$ cat config.mk
export PLATFORM = sky130hd
export DESIGN_NAME = cpu_hatch_arbiter
export DESIGN_NICKNAME = d
export VERILOG_FILES = /design/src/rtl/cpu_hatch_arbiter.sv
export SDC_FILE = /design/constraint.sdc
export NUM_CORES = 1
export LEC_CHECK = 0
export ABC_AREA = 1
export BUFFER_PORTS_ARGS = -buffer_cell sky130_fd_sc_hd__buf_2
export CAP_MARGIN = 20
export CORE_MARGIN = 2
export CORE_UTILIZATION = 30
export DETAILED_ROUTE_END_ITERATION = 10
export HOLD_SLACK_MARGIN = 0.02
export PLACE_DENSITY_LB_ADDON = 0.15
export SETUP_SLACK_MARGIN = 0.05
export SLEW_MARGIN = 20
export SYNTH_ARGS = -nofsm -noshare
export SYNTH_HDL_FRONTEND = slang
export SYNTH_SLANG_ARGS = --single-unit
$ cat constraint.sdc
create_clock -name clk -period 4.15 [get_ports clk]
set_input_delay 0.83 -clock clk [delete_from_list [all_inputs] [get_ports clk]]
set_output_delay 0.83 -clock clk [all_outputs]
set_load 0.01 [all_outputs]
$ cat src/rtl/cpu_hatch_arbiter.sv
// Purpose : shares one hatch memory port between fetch (reads) and memory stage (reads/writes).
// Latency : grant is combinational in IDLE; response pulse appears 1 cycle after mem_rvalid.
// Backpr. : one transaction outstanding; requesters hold until gnt, mem_ready stalls the grant.
//
// Ports:
//   clk, rst_b                      clock, async active-low reset
//   if_req/if_addr -> if_gnt        fetch request, accepted when if_gnt=1
//   if_rvalid/if_rdata              fetch response (dropped when squashed by kill_4a)
//   dm_req/dm_we/dm_addr/dm_wdata   data request, accepted when dm_gnt=1
//   dm_rvalid/dm_rdata              data read data or write ack (rdata=0 on ack)
//   kill_4a                         squashes the in-flight fetch response
//   mem_*                           hatch memory port (req/ready, rvalid/rdata)
//   protocol_err                    sticky: response seen with nothing outstanding
module cpu_hatch_arbiter #(
  parameter int DATA_W        = 48,
  parameter int MAX_DM_STREAK = 4
) (
  input  logic              clk,
  input  logic              rst_b,
  input  logic              if_req,
  input  logic [31:0]       if_addr,
  output logic              if_gnt,
  output logic              if_rvalid,
  output logic [DATA_W-1:0] if_rdata,
  input  logic              dm_req,
  input  logic              dm_we,
  input  logic [31:0]       dm_addr,
  input  logic [DATA_W-1:0] dm_wdata,
  output logic              dm_gnt,
  output logic              dm_rvalid,
  output logic [DATA_W-1:0] dm_rdata,
  input  logic              kill_4a,
  output logic              mem_req,
  output logic              mem_we,
  output logic [31:0]       mem_addr,
  output logic [DATA_W-1:0] mem_wdata,
  input  logic              mem_ready,
  input  logic              mem_rvalid,
  input  logic [DATA_W-1:0] mem_rdata,
  output logic              protocol_err
);

  localparam int SW = $clog2(MAX_DM_STREAK + 1);
  localparam logic [SW-1:0] STREAK_MAX = SW'(MAX_DM_STREAK);

  typedef enum logic [1:0] {S_IDLE, S_WAIT_IF, S_WAIT_DM} state_t;

  state_t          state_q, state_d;
  logic [SW-1:0]   streak_q;
  logic            drop_q;
  logic            pend_we_q;
  logic            sel_dm;

  // Data wins unless fetch has been waiting through a full streak of data grants.
  assign sel_dm = dm_req && !(if_req && (streak_q == STREAK_MAX));

  // State register
  always_ff @(posedge clk or negedge rst_b) begin
    if (!rst_b) state_q <= S_IDLE;
    else        state_q <= state_d;
  end

  // Next-state logic
  always_comb begin
    state_d = state_q;
    case (state_q)
      S_IDLE: begin
        if (dm_gnt)      state_d = S_WAIT_DM;
        else if (if_gnt) state_d = S_WAIT_IF;
      end
      S_WAIT_IF, S_WAIT_DM: begin
        if (mem_rvalid) state_d = S_IDLE;
      end
      default: state_d = S_IDLE;
    endcase
  end

  // Output logic. Gated by rst_b so the port is quiet while reset is held,
  // even if the requesters keep their requests up.
  always_comb begin
    mem_req   = 1'b0;
    mem_we    = 1'b0;
    mem_addr  = '0;
    mem_wdata = '0;
    if_gnt    = 1'b0;
    dm_gnt    = 1'b0;
    if (rst_b && (state_q == S_IDLE)) begin
      mem_req = if_req | dm_req;
      if (sel_dm) begin
        mem_we    = dm_we;
        mem_addr  = dm_addr;
        mem_wdata = dm_wdata;
        dm_gnt    = mem_ready;
      end else if (if_req) begin
        mem_addr  = if_addr;
        if_gnt    = mem_ready;
      end
    end
  end

  // Streak counter, drop flag, pending write flag
  always_ff @(posedge clk or negedge rst_b) begin
    if (!rst_b) begin
      streak_q  <= '0;
      drop_q    <= 1'b0;
      pend_we_q <= 1'b0;
    end else begin
      if (dm_gnt) begin
        pend_we_q <= dm_we;
        if (if_req) streak_q <= (streak_q == STREAK_MAX) ? STREAK_MAX : streak_q + 1'b1;
        else        streak_q <= '0;
      end else if (if_gnt) begin
        streak_q <= '0;
      end

      // The fetch response cycle consumes the flag whether or not it was set.
      if ((state_q == S_WAIT_IF) && mem_rvalid)
        drop_q <= 1'b0;
      else if (kill_4a && ((state_q == S_WAIT_IF) || if_gnt))
        drop_q <= 1'b1;
    end
  end

  // Response routing
  always_ff @(posedge clk or negedge rst_b) begin
    if (!rst_b) begin
      if_rvalid    <= 1'b0;
      if_rdata     <= '0;
      dm_rvalid    <= 1'b0;
      dm_rdata     <= '0;
      protocol_err <= 1'b0;
    end else begin
      if_rvalid <= 1'b0;
      dm_rvalid <= 1'b0;
      if (mem_rvalid) begin
        case (state_q)
          S_WAIT_IF: begin
            // A kill arriving with the response squashes it too.
            if (!(drop_q || kill_4a)) begin
              if_rvalid <= 1'b1;
              if_rdata  <= mem_rdata;
            end
          end
          S_WAIT_DM: begin
            dm_rvalid <= 1'b1;
            dm_rdata  <= pend_we_q ? '0 : mem_rdata;
          end
          default: protocol_err <= 1'b1;
        endcase
      end
    end
  end

endmodule
=== Yosys cells after proc, flatten, opt, wreduce, memory -nomap -nowiden ===
Cells that the tools add are included.

* Register bits after elaboration: 106
* Bits of input ports: 168
* Output and inout bits: 183
* Word-level logic and storage cells: 63

* Add/sub/neg operators: 1
* Equal/unequal tests: 5
* Muxes and demuxes: 29
* Bitwise operators: 3
* Reductions and logical operators: 16

{| class="wikitable"
|+ Operators with widths
! kind !! number
|-
| 2-to-1 mux 48 bit || 3
|-
| 2-to-1 mux 32 bit || 3
|-
| 2-to-1 mux 1 bit || 15
|-
| 2-to-1 mux 3 bit || 4
|-
| 2-to-1 mux 2 bit || 3
|-
| AND reduction 2 bit || 3
|-
| logical AND 1 bit || 5
|-
| case mux 2 bit (2 select lines) || 1
|-
| nonzero test 2 bit || 2
|-
| adder 3 x 1 -> 3 bit, second input constant || 1
|-
| == test 3 bit, second input constant || 1
|-
| != test 3 bit, second input constant || 1
|-
| AND reduction 3 bit || 1
|-
| == test 2 x 1 -> 1 bit, second input constant || 1
|-
| == test 2 bit, second input constant || 1
|-
| zero test 2 bit || 1
|-
| logical OR 1 bit || 2
|-
| != test 2 x 1 -> 1 bit, second input constant || 1
|-
| NOT 1 bit || 2
|-
| OR reduction 2 bit || 1
|-
| zero test 1 bit || 1
|-
| bitwise OR 1 bit || 1
|}

=== Longest topological paths before layout ===
Gate-level depths: netlist of run 1.

* Depth after elaboration: 10
* Mapped depth: 8
* Mapped depth without buffers: 8

=== Worst setup path before layout of run 1 ===
No wires, ideal clock.

* Path kind: input-to-output
* Start: input if_req
* End: output mem_addr[14]
* Data arrival time: 1.612 ns
* Required time: 3.320 ns
* Path slack: 1.708 ns
* Stages: 7
* Buffers on the path: 3
* Cells stage by stage: buf_4 nand3_4 nand2_4 buf_6 buf_6 o21ai_1 nor2_1

* Longest elaborated chain between the ends: 5
* Elaborated cells on any way between the ends: 6
* Those cells by class: mux (3); reduce/logical (3)

{| class="wikitable"
|+ Ends and longest elaborated chain
! what !! RTL line !! text
|-
| start, declared || 20 || <nowiki>input logic if_req,</nowiki>
|-
| logical AND 1 bit || 55 || <nowiki>assign sel_dm = dm_req && !(if_req && (streak_q == STREAK_MAX));</nowiki>
|-
| zero test 1 bit || 55 ||
|-
| logical AND 1 bit || 55 ||
|-
| 2-to-1 mux 32 bit (*) || 89 || <nowiki>if (sel_dm) begin</nowiki>
|-
| 2-to-1 mux 32 bit (*) || 87 || <nowiki>if (rst_b && (state_q == S_IDLE)) begin</nowiki>
|-
| end, declared || 35 || <nowiki>output logic [31:0] mem_addr,</nowiki>
|}

Mark *: on every way between the ends. The rest lies on a longest branch, timed or not.

=== Worst setup path after layout of run 1 ===
* Start: register streak_q[0]
* End: output mem_addr[18]

* Longest elaborated chain between the ends: 6

{| class="wikitable"
|+ Ends and longest elaborated chain
! what !! RTL line !! text
|-
| start, declared || 49 || <nowiki>logic [SW-1:0] streak_q;</nowiki>
|-
| start signal, assigned || 110 || <nowiki>if (if_req) streak_q <= (streak_q == STREAK_MAX) ? STREAK_MAX : streak_q + 1'b1;</nowiki>
|-
| == test 3 bit || 55 ||
|-
| logical AND 1 bit || 55 ||
|-
| zero test 1 bit || 55 ||
|-
| logical AND 1 bit || 55 ||
|-
| 2-to-1 mux 32 bit || 89 ||
|-
| 2-to-1 mux 32 bit || 87 ||
|}

No other way between the ends.

==> out/metrics.cfg, run 1 <==
[cts]
cts_repair_resize_count=0
clkTransAtPathRegs_ns=0.07
htree_levels=3
postCtsHoldBufs=0
clk_latency_ns=0.35
cts_tree=built
cts_setup_buffers=0
root_buffer=clkbuf_16
cts_buffers=9
clock-sinks=106
clockBufferDepth=2

[place]
io_buffers=350
hpwlAfterDp_um=13700
place.gp.congestion=0.793
placed_area_mm2=0.00706

[worst_setup_path]
path_class=reg2out
r2r_slack_ns=2.17
r2r-start=streak_q[0]$_DFFE_PN0P_
cp.arrival_ns=2.51
rr_endpoint=drop_q$_DFFE_PN0P_
cp-startpoint=streak_q[0]$_DFFE_PN0P_
r2r_cells=7
critPathCaptureType=output pin
worstSetupStartpointType=flip-flop
critical_path.endpoint=mem_addr[18]
worstPathRequired_ns=3.32
cp_max_fo=43

[logic_synthesis]
synth_nets=828
syn-cell-area_mm2=0.00518
avgSynthCellArea_um2=7.91
netlist_instances=655
ys_seq_area_frac=0.512
ys_ff_latch=106
ys_warn_count=0
yosys.cell_types.count=23

[power_and_ir_drop]
leakagePower_nw=4.25
power_switching_share=0.401
power_density_mw_per_mm2=615
power_mw=4.53
pwr-share-clk=0.196
pwr-share-comb=0.425
p_seq_frac=0.378
intPower_mw=2.72
peakVddDrop_v=0.000277
p_switching_mw=1.82

[detailed_routing]
drt_wl_total_um=18100
ant_nets=0
dr_total_vias=5362
drt-initial-drc-count=316
via_per_inst=4.44
wl_per_cell_um=15.0
drc=0
dr.pass1.iters=7

[layout]
nNetsFinal=1150
antenna_cells=0
nFillCells=1848
final_cell_mix=349 x buf_2, 172 x nand2_1, 106 x dfrtp_1
syn_to_final_growth_pct=42.3
layout_commonest_cell=buf_2
layout-drive-gt1-share=0.389
postLayoutCellArea_mm2=0.00737

[global_route]
grt_overflow_total=0
grt_pass1_wl_um=27300
grt_pass1_vias=5100
antenna_found_initial=0
grt_max_degree=84
grt_use_total=0.190

[flow_run]
maxCapViolations=0

[sta]
hold_viol=0
setup_viol_count_final=0
rsz0062_at_grt=no
holdWs_ns=0.469
fin_skew_ns=0.00878
fin_crit_sh=0.805
worst_pin_slew_ns=0.847
max_freq_mhz=299
tns_ns=0
layout_min_cycle_time_ns=3.34
slew_headroom=0.435
slew_violations=0

[floorplanning]
rows=48
initial_core_util=0.303
dieWidth_um=135
ios=351
die_y_um=135
die_area_mm2=0.0183
core_area_mm2=0.0171

[outcome]
outcome=complete, no violations

[worst_hold_path]
min_path_type=reg2reg

-- cell usage after synthesis --
master / n / area, um^2
o22ai_1: 1 / 6.26
o21ai_0: 71 / 355
nor2_4: 1 / 11.3
o31ai_1: 43 / 323
nor2_1: 91 / 342
nand3_1: 5 / 25.0
nand2_4: 1 / 11.3
nand3_4: 1 / 17.5
buf_2: 22 / 110
nand4_1: 1 / 6.26
dfrtp_1: 106 / 2650
a21o_1: 1 / 7.51
buf_6: 3 / 33.8
ha_1: 5 / 62.6
o21ai_1: 13 / 65.1
nand2_1: 173 / 649
or2_2: 1 / 6.26
inv_1: 56 / 210
buf_4: 4 / 30.0
a21boi_0: 1 / 7.51
inv_2: 1 / 3.75
a21oi_1: 34 / 170
clkbuf_1: 20 / 75.1
-- worst min-delay path by stage --
stage,from,endpoint,slack (ns),cells past startpoint
2_1_floorplan,state_q[1]$_DFFE_PN0P_,state_q[1]$_DFFE_PN0P_,0.47,2
3_3_place_gp,protocol_err$_DFFE_PN0P_,protocol_err$_DFFE_PN0P_,0.44,1
5_1_grt,protocol_err$_DFFE_PN0P_,protocol_err$_DFFE_PN0P_,0.49,1
6_report,protocol_err$_DFFE_PN0P_,protocol_err$_DFFE_PN0P_,0.47,1
3_5_place_dp,protocol_err$_DFFE_PN0P_,protocol_err$_DFFE_PN0P_,0.45,1
4_1_cts,protocol_err$_DFFE_PN0P_,protocol_err$_DFFE_PN0P_,0.47,1
-- cell families after synthesis --
logic type / synth area share
adder cells (fa/ha/maj): 0.0121
flip-flops: 0.512
AO/OA/AOI/OAI: 0.180
buffers and inverters: 0.0893
AND/OR/NAND/NOR: 0.206
-- metal layers --
layer | share of wire | GRT usage | vias up
li1 | - | - | 2748
met1 | 0.45 | 0.256 | 2409
met2 | 0.47 | 0.304 | 191
met3 | 0.074 | 0.0554 | 14
met4 | 0.012 | 0.0451 | 0
met5 | 0 | 0 | -
-- worst max-delay path, cell delays in order (launching register included) --
cell and delay (ns):
dfrtp_1 0.39, inv_1 0.10, ha_1 0.24, nand3_4 0.10, nand2_4 0.33, inv_1 0.39
buf_4 0.30, a21oi_1 0.13, nor2_1 0.05, buf_2 0.13
-- state kept, by name, indices dropped and copies added (netlist names) --
name,cells
dm_rdata,48
dm_rvalid,1
drop_q,1
if_rdata,48
if_rvalid,1
pend_we_q,1
protocol_err,1
state_q,2
streak_q,3
-- power by group through the flow --
stage,Clock [mW],Sequential [mW],Combinational (mW)
floorplan,0,1.89,0.913
global placement,0,1.72,1.95
detailed placement,0,1.73,1.96
CTS,0.922,1.72,1.97
global route,0.963,1.77,2.18
finish,0.890,1.71,1.93
-- area by class of cell --
class	instances	area (um^2)	area share
Clock inverter	6	78.8	0.0107
Multi-Input combinational cell	443	2090	0.283
Tap cell	225	282	0.0382
Sequential cell	106	2650	0.360
Inverter	57	214	0.0290
Clock buffer	10	229	0.0311
Timing Repair Buffer	360	1830	0.248
-- per-stage QoR --
stage                     cells  setup WS [ns]   util
final                      1207          0.808  0.431
after CTS                  1207          0.761  0.431
after floorplan             655           1.71      -
after global placement     1191          0.939  0.413
after detailed placement   1191          0.923  0.413
after global routing       1207          0.548  0.431
Note: power is estimated with default switching activity, not from simulation.
==> run 2: changes to the inputs <==
clock period = 2.8 ns   (was 4.15 ns; I/O delays follow)
==> run 2 against run 1 <==
Net effect:
- worst setup slack got worse by 0.61 ns
- largest cell class unchanged
- total power rose by 48%
- core utilization grew 0.45 points
- first-iteration DRC count fell by 27%
- highest routed layer unchanged
- critical path type unchanged
==> out/metrics.cfg, run 2 (same netlist as run 1, synthesis figures left out) <==
[cts]
cts_tree=built  ; unchanged
root_buffer=clkbuf_16  ; unchanged
clk_latency_ns=0.35  ; about the same
clock-sinks=106  ; unchanged
htree_levels=3  ; unchanged
clockBufferDepth=2  ; unchanged
postCtsHoldBufs=0  ; unchanged
clkTransAtPathRegs_ns=0.07  ; about the same
cts_buffers=9  ; unchanged

[layout]
final_cell_mix=349 x buf_2, 172 x nand2_1, 106 x dfrtp_1  ; unchanged
final_util=0.435  ; was 0.431
postLayoutCellArea_mm2=0.00745  ; was 0.00737 mm^2
antenna_cells=0  ; unchanged
top_regs=dm_rdata x48, if_rdata x48, streak_q x3  ; unchanged
syn_to_final_growth_pct=43.7  ; was 42.3%
seqCellArea_mm2=0.00265  ; unchanged
multi_input_area_mm2=0.00209  ; unchanged
nNetsFinal=1153  ; was 1150
layout-drive-gt1-share=0.392  ; was 0.389
layout_commonest_cell=buf_2  ; unchanged
nFillCells=1817  ; was 1848

[outcome]
outcome=complete, no violations  ; unchanged

[place]
place.gp.congestion=0.812  ; was 0.793
io_buffers=350  ; unchanged
hpwlAfterDp_um=13600  ; was 13700 um
placed_area_mm2=0.00711  ; was 0.00706 mm^2

[floorplanning]
initial_core_util=0.303  ; unchanged
die_y_um=135  ; unchanged
rows=48  ; unchanged
dieWidth_um=135  ; unchanged
die_area_mm2=0.0183  ; unchanged
ios=351  ; unchanged
core_area_mm2=0.0171  ; unchanged

[sta]
fin_skew_ns=0.0105  ; was 0.00878 ns
rsz0062_at_grt=yes  ; was no
tns_ns=0  ; unchanged
slew_headroom=0.484  ; was 0.435
slew_violations=0  ; unchanged
fin_crit_sh=0.930
hold_viol=0  ; unchanged
worst_pin_slew_ns=0.774  ; was 0.847 ns
max_freq_mhz=384
layout_min_cycle_time_ns=2.60
setup_viol_count_final=0  ; unchanged

[power_and_ir_drop]
power_density_mw_per_mm2=900  ; was 615 mW/mm^2
leakagePower_nw=4.26  ; was 4.25 nW
peakVddDrop_v=0.000387  ; was 0.000277 V

[detailed_routing]
ant_nets=0  ; unchanged
via_per_inst=4.47  ; was 4.44
drc=0  ; unchanged
drt-initial-drc-count=232  ; was 316
wl_per_cell_um=15.1  ; was 15.0 um
dr.pass1.iters=5  ; was 7
drt_wl_total_um=18300  ; was 18100 um
dr_total_vias=5410  ; was 5362

[global_route]
grt_overflow_total=0  ; unchanged
antenna_found_initial=0  ; unchanged
grt_pass1_wl_um=27100  ; was 27300 um
grt_use_total=0.189  ; was 0.190
grt_pass1_vias=4960  ; was 5100
grt_max_degree=85  ; was 84

[worst_setup_path]
cp.arrival_ns=2.04  ; was 2.51 ns
path_class=reg2out  ; unchanged
critPathCaptureType=output pin  ; unchanged
cp_num_buf_inv=4  ; unchanged
worstSetupStartpointType=flip-flop  ; unchanged
max_stage_delay_ns=0.41  ; was 0.39 ns
path_delay_family=buffers and inverters  ; unchanged
cp_max_fo=29  ; was 43
worstPathRequired_ns=2.24  ; was 3.32 ns
crit_chain=inv_1, ha_1, nand2_1, inv_6, buf_16, o21ai_0, nor2_1, buf_2  ; was inv_1, ha_1, nand3_4, nand2_4, inv_1, buf_4, a21oi_1, nor2_1, buf_2
cp_slowest_cell=dfrtp_1  ; unchanged

[worst_hold_path]
min_path_type=in2reg  ; was reg2reg

[flow_run]
maxCapViolations=0  ; unchanged

[run 2: cell count changes in the layout (fill, tap and decap cells not counted), sizes merged]
cell      before  now
buf          360  362
bufinv         1    0
clkinv         0    2
clkinvlp       0    2
inv           62   57
clkbuf        10   13
[run 2: metal layers]
metal  vias to the layer above  wire length (um)  GRT usage
met4                         0               147     0.0399
met1                      2459              8320      0.265
met3                        11              1240     0.0475
li1                       2755                 -          -
met5                         -                 0          0
met2                       185              8620      0.298
[run 2: path summary, 6_finish.rpt]
check	startpoint	endpoint	slack [ns]	cells after the start
min	mem_rdata[44]	if_rdata[44]$_DFFE_PN0P_	0.42	3
min in group asynchronous	rst_b	dm_rdata[2]$_DFFE_PN0P_	0.45	2
max reg2reg	state_q[0]$_DFFE_PN0P_	dm_rdata[10]$_DFFE_PN0P_	1.04	6
min reg2reg	protocol_err$_DFFE_PN0P_	protocol_err$_DFFE_PN0P_	0.47	1
max	state_q[0]$_DFFE_PN0P_	mem_addr[5]	0.20	8
max in group asynchronous	rst_b	if_rdata[8]$_DFFE_PN0P_	1.23	3
[run 2: timing repair]
item                       4_1_cts  5_1_grt
gates cloned                     0        1
gates resized for setup          1        3
setup endpoints to repair        4       58
setup buffers                    0        1
[run 2: worst reg2reg max path: cells and delay by family (launching register included)]
family | cells | cell delay, ns
and+or+nand+nor | 2 | 0.46
adders and majority gates | 1 | 0.23
buffers and inverters | 2 | 0.50
DFF | 1 | 0.39
AOI/OAI and AO/OA | 1 | 0.08
[run 2: final cells by class]
cell class | count | share of cell area
multi-input cells | 443 | 0.280
flip-flops and latches | 106 | 0.356
inverters | 57 | 0.0299
well taps | 225 | 0.0378
clock inverters | 4 | 0.00454
clock buffers | 12 | 0.0344
repair buffers | 363 | 0.257
[run 2: through the flow]
stage	power, mW	worst slack (ns)	instances	hold WS [ns]
after floorplan	4.15	0.898	655	0.264
after global placement	5.45	0.461	1192	0.443
after detailed placement	5.47	0.414	1192	0.443
after CTS	6.75	0.100	1208	0.408
after global routing	7.26	0.0293	1210	0.424
final	6.70	0.196	1210	0.423
[run 2: power by group]
part | leakage [nW] | internal (mW) | switching [mW]
registers | 1.36 | 2.17 | 0.322
logic | 2.76 | 1.19 | 1.79
clock network | 0.139 | 0.659 | 0.570
total | 4.26 | 4.02 | 2.68
